--- src/rtl/sift_compactor.sv ---
// -----------------------------------------------------------------------------
// sift_compactor
//
// Streaming BB84-style sifter. Each input beat carries LANES qubits together
// with the sender and receiver basis choices. A lane is kept when both bases
// agree and the qubit polarisation belongs to the sender's basis. The kept bits
// are packed densely, oldest first, into KEY_W-bit key words. Words stream out
// until KEY_BITS key bits have been delivered, and then the block reports done.
//
// Optional feature (macro SIFT_STATS_EN): this adds the saturating counters
// stat_seen and stat_kept.
//
// Ports
//   clk, rst           rising-edge clock, asynchronous active-high reset
//   start              one-cycle pulse; opens a session from IDLE or DONE
//   in_valid/in_ready  input beat handshake
//   qubit              lane i at [2i+:2]: 00=0deg 01=90deg 10=45deg 11=135deg
//   sender_bases       lane i sender basis (0 rectilinear, 1 diagonal)
//   receiver_bases     lane i receiver basis
//   out_valid/out_ready key word handshake
//   out_key            key word; bit 0 is the oldest key bit
//   busy               session in RUN or FLUSH
//   done               KEY_BITS delivered; held until start or rst
//   stat_seen          (SIFT_STATS_EN) qubits accepted
//   stat_kept          (SIFT_STATS_EN) sifted bits, including discarded residue
// -----------------------------------------------------------------------------
module sift_compactor #(
    parameter int LANES    = 8,
    parameter int KEY_W    = 32,
    parameter int KEY_BITS = 128
) (
    input  logic                 clk,
    input  logic                 rst,
    input  logic                 start,
    input  logic                 in_valid,
    output logic                 in_ready,
    input  logic [2*LANES-1:0]   qubit,
    input  logic [LANES-1:0]     sender_bases,
    input  logic [LANES-1:0]     receiver_bases,
    output logic                 out_valid,
    input  logic                 out_ready,
    output logic [KEY_W-1:0]     out_key,
    output logic                 busy,
    output logic                 done
`ifdef SIFT_STATS_EN
    ,
    output logic [31:0]          stat_seen,
    output logic [31:0]          stat_kept
`endif
);

    // A beat is only accepted while fewer than KEY_W bits are buffered, so the
    // buffer never needs more than KEY_W-1 old bits plus LANES new ones.
    localparam int ACC_W  = KEY_W + LANES - 1;
    localparam int CNT_W  = $clog2(KEY_W + LANES);
    localparam int NWORDS = KEY_BITS / KEY_W;
    localparam int WC_W   = $clog2(NWORDS + 1);
    localparam int PC_W   = $clog2(LANES + 1);

    localparam logic [CNT_W-1:0] KEY_W_C     = CNT_W'(KEY_W);
    localparam logic [WC_W-1:0]  LAST_WORD_C = WC_W'(NWORDS - 1);

    typedef enum logic [1:0] {
        S_IDLE  = 2'd0,
        S_RUN   = 2'd1,
        S_FLUSH = 2'd2,
        S_DONE  = 2'd3
    } state_t;

    state_t state_q, state_d;

    logic [ACC_W-1:0] acc_q, acc_d;
    logic [CNT_W-1:0] acc_cnt_q, acc_cnt_d;
    logic [WC_W-1:0]  word_cnt_q, word_cnt_d;
    logic             out_valid_q, out_valid_d;
    logic [KEY_W-1:0] out_key_q, out_key_d;

    logic [LANES-1:0] keep;
    logic [LANES-1:0] packed_bits;
    logic [PC_W-1:0]  pc;

    logic in_fire;
    logic out_load;
    logic out_fire;
    logic start_ok;
    logic last_load;

    // -------------------------------------------------------------------------
    // Lane sifting and compaction. The kept bits are gathered in ascending lane
    // order into the low bits of packed_bits. pc counts how many lanes kept.
    // -------------------------------------------------------------------------
    always_comb begin
        keep        = '0;
        packed_bits = '0;
        pc          = '0;
        for (int i = 0; i < LANES; i++) begin
            // qubit[2i+1] is the polarisation's basis and qubit[2i] is its bit.
            keep[i] = (sender_bases[i] == receiver_bases[i]) &&
                      (qubit[2*i+1] == sender_bases[i]);
            if (keep[i]) begin
                packed_bits = packed_bits | (LANES'(qubit[2*i]) << pc);
                pc          = pc + PC_W'(1);
            end
        end
    end

    // -------------------------------------------------------------------------
    // Handshake qualifiers
    // -------------------------------------------------------------------------
    assign start_ok  = start && ((state_q == S_IDLE) || (state_q == S_DONE));
    assign in_fire   = in_valid && in_ready;
    assign out_fire  = out_valid_q && out_ready;
    // Words load only in RUN. After the final word, the residue is left to rot.
    assign out_load  = (state_q == S_RUN) && (acc_cnt_q >= KEY_W_C) &&
                       (!out_valid_q || out_ready);
    assign last_load = out_load && (word_cnt_q == LAST_WORD_C);

    // -------------------------------------------------------------------------
    // FSM: state register
    // -------------------------------------------------------------------------
    always_ff @(posedge clk or posedge rst) begin
        if (rst) state_q <= S_IDLE;
        else     state_q <= state_d;
    end

    // -------------------------------------------------------------------------
    // FSM: next state
    // -------------------------------------------------------------------------
    always_comb begin
        state_d = state_q;
        case (state_q)
            S_IDLE:  if (start)     state_d = S_RUN;
            // Leave RUN on the edge that loads the final word, so that in_ready
            // is already low while that word waits in the output register.
            S_RUN:   if (last_load) state_d = S_FLUSH;
            S_FLUSH: if (out_fire)  state_d = S_DONE;
            S_DONE:  if (start)     state_d = S_RUN;
            default:                state_d = S_IDLE;
        endcase
    end

    // -------------------------------------------------------------------------
    // FSM: outputs
    // -------------------------------------------------------------------------
    always_comb begin
        in_ready = (state_q == S_RUN) && (acc_cnt_q < KEY_W_C);
        busy     = (state_q == S_RUN) || (state_q == S_FLUSH);
        done     = (state_q == S_DONE);
    end

    // -------------------------------------------------------------------------
    // Datapath next state. The output load shifts the accumulator first, and
    // then an accepted beat lands directly above whatever remainder is left.
    // -------------------------------------------------------------------------
    always_comb begin
        acc_d       = acc_q;
        acc_cnt_d   = acc_cnt_q;
        word_cnt_d  = word_cnt_q;
        out_valid_d = out_valid_q;
        out_key_d   = out_key_q;

        if (out_fire) out_valid_d = 1'b0;

        if (out_load) begin
            out_key_d   = acc_q[KEY_W-1:0];
            out_valid_d = 1'b1;
            acc_d       = acc_q >> KEY_W;
            acc_cnt_d   = acc_cnt_q - KEY_W_C;
            word_cnt_d  = word_cnt_q + WC_W'(1);
        end

        if (in_fire) begin
            acc_d     = acc_d | (ACC_W'(packed_bits) << acc_cnt_d);
            acc_cnt_d = acc_cnt_d + CNT_W'(pc);
        end

        // start is only honoured outside a session, where no load or beat can
        // be in flight, so clearing here cannot drop live data.
        if (start_ok) begin
            acc_d      = '0;
            acc_cnt_d  = '0;
            word_cnt_d = '0;
        end
    end

    always_ff @(posedge clk or posedge rst) begin
        if (rst) begin
            acc_q       <= '0;
            acc_cnt_q   <= '0;
            word_cnt_q  <= '0;
            out_valid_q <= 1'b0;
            out_key_q   <= '0;
        end else begin
            acc_q       <= acc_d;
            acc_cnt_q   <= acc_cnt_d;
            word_cnt_q  <= word_cnt_d;
            out_valid_q <= out_valid_d;
            out_key_q   <= out_key_d;
        end
    end

    assign out_valid = out_valid_q;
    assign out_key   = out_key_q;

`ifdef SIFT_STATS_EN
    // -------------------------------------------------------------------------
    // Session statistics. Both counters saturate rather than wrap.
    // -------------------------------------------------------------------------
    logic [31:0] stat_seen_q, stat_seen_d;
    logic [31:0] stat_kept_q, stat_kept_d;

    function automatic logic [31:0] sat_add(input logic [31:0] a, input logic [31:0] b);
        logic [32:0] s;
        s = {1'b0, a} + {1'b0, b};
        return s[32] ? 32'hFFFF_FFFF : s[31:0];
    endfunction

    always_comb begin
        stat_seen_d = stat_seen_q;
        stat_kept_d = stat_kept_q;
        if (start_ok) begin
            stat_seen_d = '0;
            stat_kept_d = '0;
        end else if (in_fire) begin
            stat_seen_d = sat_add(stat_seen_q, 32'(LANES));
            stat_kept_d = sat_add(stat_kept_q, 32'(pc));
        end
    end

    always_ff @(posedge clk or posedge rst) begin
        if (rst) begin
            stat_seen_q <= '0;
            stat_kept_q <= '0;
        end else begin
            stat_seen_q <= stat_seen_d;
            stat_kept_q <= stat_kept_d;
        end
    end

    assign stat_seen = stat_seen_q;
    assign stat_kept = stat_kept_q;
`endif

endmodule

--- config.mk ---
export PLATFORM = sky130hd
export DESIGN_NAME = sift_compactor
export DESIGN_NICKNAME = d
export VERILOG_FILES = /design/src/rtl/sift_compactor.sv
export SDC_FILE = /design/constraint.sdc
export NUM_CORES = 1
export LEC_CHECK = 0
export ABC_CLOCK_PERIOD_IN_PS = 4100
export BUFFER_PORTS_ARGS = -buffer_cell sky130_fd_sc_hd__buf_4
export CAP_MARGIN = 20
export CORE_MARGIN = 5
export CORE_UTILIZATION = 52
export DETAILED_ROUTE_END_ITERATION = 8
export GPL_TIMING_DRIVEN = 0
export HOLD_SLACK_MARGIN = 0.02
export PLACE_DENSITY_LB_ADDON = 0.08
export SLEW_MARGIN = 0
export SYNTH_ARGS = -nofsm -noshare
export SYNTH_HDL_FRONTEND = slang
export SYNTH_SLANG_ARGS = --single-unit
--- constraint.sdc ---
create_clock -name clk -period 4.1 [get_ports clk]
set_clock_uncertainty 0.05 [all_clocks]
set_input_delay 0.41 -clock clk [delete_from_list [all_inputs] [get_ports clk]]
set_output_delay 0.41 -clock clk [all_outputs]
set_load 0.01 [all_outputs]
# [Word level (Yosys, flattened, before mapping)]
# Cells that the tools add are included.
[totals] register_bits=83 output_inout_bits=36 in_bits=37 elab_cells=111
[classes] n_bitwise=8 mux=30 magnitude_cmp=2 n_addsub=10 reduce_logical=24 shift=8 n_eq_ne=23
[ops] operator="39-bit 2-to-1 mux" n=3
[ops] operator="8-bit 2-to-1 mux" n=7
[ops] operator="8-bit bitwise OR" n=6
[ops] operator="1-bit by 4-bit << shifter with 8-bit output" n=6
[ops] operator="39-bit bitwise OR" n=1
[ops] operator="8-bit by 6-bit << shifter with 39-bit output" n=1
[ops] operator="4-bit by 1-bit adder with 4-bit output (second input constant)" n=6
[ops] operator="4-bit 2-to-1 mux" n=6
[ops] operator="6-bit 2-to-1 mux" n=3
[ops] operator="1-bit equality test" n=16
[ops] operator="1-bit logical AND" n=15
[ops] operator="2-bit 2-to-1 mux" n=4
[ops] operator="1-bit by 8-bit bitwise OR with 8-bit output" n=1
[ops] operator="1-bit by 1-bit << shifter with 8-bit output" n=1
[ops] operator="6-bit by 4-bit adder with 6-bit output" n=1
[ops] operator="6-bit >= comparator (second input constant)" n=1
[ops] operator="6-bit less-than comparator (second input constant)" n=1
[ops] operator="3-bit 2-to-1 mux" n=2
[ops] operator="2-bit case mux with 3 select lines" n=1
[ops] operator="6-bit subtractor (second input constant)" n=1
[ops] operator="2-bit equality test (second input constant)" n=2
[ops] operator="1-bit 2-to-1 mux" n=4
[ops] operator="2-bit inequality test (second input constant)" n=2
[ops] operator="2-bit nonzero test" n=2
[ops] operator="other kinds (10)" n=12

# [Longest topological paths before layout]
[depth] ltp_word=22 ltp_mapped=33 ltp_nobuf=33

# [Worst setup path after synthesis]
# Ideal clock, no wire load.
[synth_path] path_kind="input -> register" start="input receiver_bases[0]" end="register acc_q[14]" t_required_ns=3.974 slack_ns=-2.081 stages=30 t_arrival_ns=6.055 cell_sequence="or3_1 > nand2_1 > inv_1 > ha_1 > nor4b_1 > a221oi_2 > nand2_1 > inv_1 > ha_1 > o21ai_0 > o21ai_0 > ha_1 > o21ai_0 > o21ai_0 > nor2_1 > inv_2 > ha_1 > and2_1 > a21oi_1 > inv_1 > ha_1 > xnor3_1 > or2_1 > nor2_1 > o21ai_1 > o311ai_1 > mux2i_1 > mux4_2 > o22a_1 > o21ai_1"
[synth_via] elab_chain_len=22 word_cells_on_any_way=41 cone_classes="add/sub: 6; eq/ne: 1; shift: 8; mux: 17; bitwise: 8; reduce/logical: 1"
[synth_rtl] element="start: declaration" line="39" rtl="input logic [LANES-1:0] receiver_bases,"
[synth_rtl] element="1-bit equality test *" line="98" rtl="keep[i] = (sender_bases[i] == receiver_bases[i]) &&"
[synth_rtl] element="1-bit logical AND *" line="98"
[synth_rtl] element="1-bit 2-to-1 mux" line="100" rtl="if (keep[i]) begin"
[synth_rtl] element="1-bit by 1-bit adder with 2-bit output or 1-bit by 1-bit << shifter with 8-bit output (tied branches)" line="102, 101"
[synth_rtl] element="2-bit 2-to-1 mux or 1-bit by 8-bit bitwise OR with 8-bit output (tied branches)" line="100, 101"
[synth_rtl] element="4-bit by 1-bit adder with 4-bit output (tied with other cells)" line="102" rtl="pc = pc + PC_W'(1);"
[synth_rtl] element="4-bit 2-to-1 mux or 8-bit bitwise OR (tied branches)" line="100, 101"
[synth_rtl] element="4-bit by 1-bit adder with 4-bit output (tied with other cells)" line="102"
[synth_rtl] element="[... 7 more ...]"
[synth_rtl] element="1-bit by 4-bit << shifter with 8-bit output or 8-bit 2-to-1 mux (tied branches)" line="101, 100"
[synth_rtl] element="8-bit bitwise OR" line="101" rtl="packed_bits = packed_bits | (LANES'(qubit[2*i]) << pc);"
[synth_rtl] element="8-bit 2-to-1 mux *" line="100"
[synth_rtl] element="8-bit by 6-bit << shifter with 39-bit output *" line="173" rtl="acc_d = acc_d | (ACC_W'(packed_bits) << acc_cnt_d);"
[synth_rtl] element="39-bit bitwise OR *" line="173"
[synth_rtl] element="39-bit 2-to-1 mux *" line="172" rtl="if (in_fire) begin"
[synth_rtl] element="39-bit 2-to-1 mux *" line="179" rtl="if (start_ok) begin"
[synth_rtl] element="via acc_d[14]" line="72" rtl="logic [ACC_W-1:0] acc_q, acc_d;"
[synth_rtl] element="end signal: assignment" line="188" rtl="acc_q <= '0;"
[synth_rtl] element="end signal: assignment" line="194" rtl="acc_q <= acc_d;"
[synth_rtl] element="end: declaration" line="72"
# The timed path passes the listed nets; every way through them passes the cells marked *.
# A chain may end at the register's enable or synchronous reset.

# [Worst setup path in the final report]
[layout_path] start="input receiver_bases[0]" end="register acc_q[30]"
# The elaborated chain is that of the path after synthesis.

==> flow_summary_export.csv <==
group,metric,value,unit
run_status,outcome,"finished, violations left",
run_status,failed_checks,"setup timing",
floorplanning,core,0.0109,mm^2
yosys,netlist_area,0.00582,mm^2
cells_and_area,multi_input_area,0.00390,mm^2
route,vias,5584,
grt,grt_max_degree,68,
timing,relSlewSlack,33.2,%
critical_path,critPathMaxStageDelay,520,ps
yosys,syn_avg_cell_area,8.60,um^2
critical_path,slowest_stage,"mux4_2",
timing,min_period,5410,ps
yosys,ys_ff_latch,83,
timing,finalHoldViolCount,0,
clock_tree,cts_sinks,83,
grt,grt_usage,26.1,%
route,ant_nets,0,
critical_path,worst_setup_path_start_kind,"primary input",
timing,rsz0062_at_grt,"yes",
clock_tree,cts_tree,"built",
clock_tree,clockBufferDepth,2,
route,wl_per_cell,18.2,um
critical_path,cp_data_arrival_time,5650,ps
placed_design,place.gp.congestion,0.889,
pwr,power_per_cell_area,378,mW/mm^2
timing,slew_violations,0,
grt,grt_pass1_vias,5590,
yosys,synth_edf_count,0,
timing,setup_violations,44,
floorplanning,fp-row-count,38,
pwr,leakage,3.38,nW
cells_and_area,fin_area,0.00745,mm^2
cells_and_area,diodes,0,
cells_and_area,areaGrowthSynthToFinish,28.0,%
clock_tree,htreeDepth,3,
floorplanning,start_util,53.5,%
critical_path,required,4330,ps
placed_design,place_area,0.00670,mm^2
timing,fin_crit_sh,132,%
critical_path,cpMostUsedCell,"ha_4",
placed_design,dpl.hpwl,12800,um
yosys,synth_cell_types,92,
route,post_drt_via_cell_ratio,5.97,
clock_tree,clockRootBuffer,"clkbuf_8",
timing,worst_pin_slew,976,ps
route,wl_met2,9180,um
cells_and_area,fill_cells,882,
route,drt_iter0_drc,402,
timing,fin_setup_tns,-46960,ps
cells_and_area,regArea,0.00208,mm^2
clock_tree,clkLatencyLatePin,360,ps
grt,gr-total-overflow,0,
timing,fmax,0.185,GHz
yosys,synthFlopType,"dfrtp_1",
route,dr.pass1.iters,5,
clock_tree,path_clk_slew,80,ps
yosys,syn-num-nets,733,
grt,antenna_found_initial,0,
clock_tree,cts_inserted_buffers,9,
route,highest_layer,"met4",
yosys,synth_cells,677,
yosys,synthArstFlopShare,100,%
job,cap_violations,0,
floorplanning,die_w,116,um
cells_and_area,drive_gt1_share,29.1,%
route,drc,0,
yosys,ys_seq_area_share,35.7,%
pwr,max-vdd-ir-drop,0.249,mV
critical_path,cp_max_fo,5,
grt,grt_pass1_wl,27600,um
yosys,synth_warnings,0,
timing,fin_ws,-1310,ps
critical_path,endpoint_kind,"flop",
hold_path,hold_path_class,"primary input to flop",
floorplanning,die_h,116,um
route,wl_met3,635,um
route,met1_length,6640,um
route,wl,17000,um
floorplanning,die-area,0.0134,mm^2
critical_path,crit_type,"primary input to flop",
floorplanning,pin_count,73,
placed_design,portBuffers,70,
cells_and_area,nets,846,
-- cell families (layout without fill, tap and decap cells) --
family,count (synthesis),in the layout,synth area share [%]
AO/OA/AOI/OAI,157,157,20.6
AND/OR/NAND/NOR,322,322,25.7
XOR/XNOR,19,19,4.38
flip-flops,83,83,35.7
multiplexers,23,23,4.77
adder cells (fa/ha/maj),19,19,4.21
buffers and inverters,54,172,4.66
-- registers in the layout (all words and copies together) (netlist names) --
signal and flops:
acc_q 39, out_valid 1, acc_cnt_q 6, state_q 2, out_key 32, word_cnt_q 3
-- cell usage after synthesis, types with 3 or more instances --
cell type | count | area (um^2)
a32o_1 | 6 | 60.1
nand4_1 | 4 | 25.0
clkbuf_1 | 15 | 56.3
nand2_1 | 172 | 646
and3_1 | 7 | 43.8
nand2_2 | 3 | 18.8
o211ai_1 | 4 | 30.0
ha_1 | 18 | 225
buf_1 | 3 | 11.3
and2_1 | 9 | 56.3
a32oi_1 | 9 | 78.8
nor3_1 | 20 | 100
nor2b_1 | 4 | 25.0
nor2_1 | 46 | 173
o21ai_0 | 23 | 115
a21o_1 | 3 | 22.5
buf_6 | 6 | 67.6
nor4_1 | 6 | 37.5
o31ai_1 | 4 | 30.0
inv_1 | 20 | 75.1
o22ai_1 | 12 | 75.1
o21ai_1 | 10 | 50.1
nand3_1 | 21 | 105
a22oi_1 | 5 | 37.5
xnor2_1 | 9 | 78.8
or3_1 | 8 | 50.1
dfrtp_1 | 83 | 2080
o311ai_2 | 5 | 81.3
buf_2 | 5 | 25.0
a31oi_1 | 12 | 75.1
a221o_1 | 4 | 40.0
a21oi_1 | 23 | 115
mux2i_1 | 16 | 160
xor2_1 | 4 | 35.0
-- critical path, delay by kind of cell --
family                     cells  cell delay [ps]
adders and majority gates      5             1050
muxes                          2              700
xor gates and xnor gates       1              200
and+or+nand+nor                7             1300
buffers and inverters          5              410
AOI/OAI and AO/OA             10             1580
-- placed cells by master (no fill, tap or decap), types with 11 or more instances in the layout --
master,Yosys,layout
buf_6,6,12
a21oi_1,23,19
ha_1,18,12
nor3_1,20,18
mux2i_1,16,11
o21ai_1,10,17
dfrtp_1,83,83
nor2_1,46,41
nand2_1,172,167
a31oi_1,12,12
buf_4,2,96
clkbuf_1,15,15
nand3_1,21,21
inv_1,20,15
-- layer usage --
layer	GRT usage, %	vias up
met5	0	-
met4	12.1	0
met3	3.03	38
met2	47.8	171
met1	30.3	2718
li1	-	2657
-- worst paths after layout --
check                      slack (ps)                       end  cells past startpoint                    from
setup / recovery                -1310       acc_q[30]$_DFF_PP0_                     30       receiver_bases[0]
hold / removal                    310     out_valid$_DFFE_PP0P_                      3               out_ready
setup reg to reg                 1340       acc_q[38]$_DFF_PP0_                     10  state_q[1]$_DFFE_PP0P_
hold reg to reg                   430   out_key[30]$_DFFE_PP0P_                      2     acc_q[30]$_DFF_PP0_
max in group asynchronous        2900   out_key[11]$_DFFE_PP0P_                      4                     rst
min in group asynchronous         500  acc_cnt_q[0]$_DFFE_PP0P_                      3                     rst
-- repair_timing --
item                                   CTS  global route
endpoints found under the hold margin   16             0
gates resized for setup                 51             9
buffers inserted                        22             8
gates cloned                             0             0
setup endpoints to repair               44            44
hold buffers                             1             0
pin swaps                               43            21
-- where the power goes --
group,switching [W],total (W),internal (W)
logic,0.000755,0.00128,0.000523
registers,0.0000328,0.000896,0.000863
clock network,0.000306,0.000648,0.000342
-- layout make-up --
| class | instances | share of cell area [%] |
|---|---|---|
| buffer | 32 | 2.47 |
| clock buffer | 9 | 1.66 |
| clock inverter | 7 | 1.23 |
| inverter | 22 | 1.24 |
| multi-input combinational | 540 | 52.3 |
| sequential | 83 | 27.9 |
| tap | 140 | 2.35 |
| timing repair buffer | 102 | 10.9 |
-- metrics by stage --
step,setup slack [ps],instances,util [%],hold WS (ps),total power [W]
after global placement,-2270,887,61.3,401,0.00193
final,-1310,935,68.5,305,0.00282
after global routing,-1510,935,68.5,319,0.00297
after floorplan,-1490,677,-,388,0.00168
after CTS,-1160,927,67.4,299,0.00277
after detailed placement,-2370,888,61.5,327,0.00195
Power figures use the tool's default switching activity.
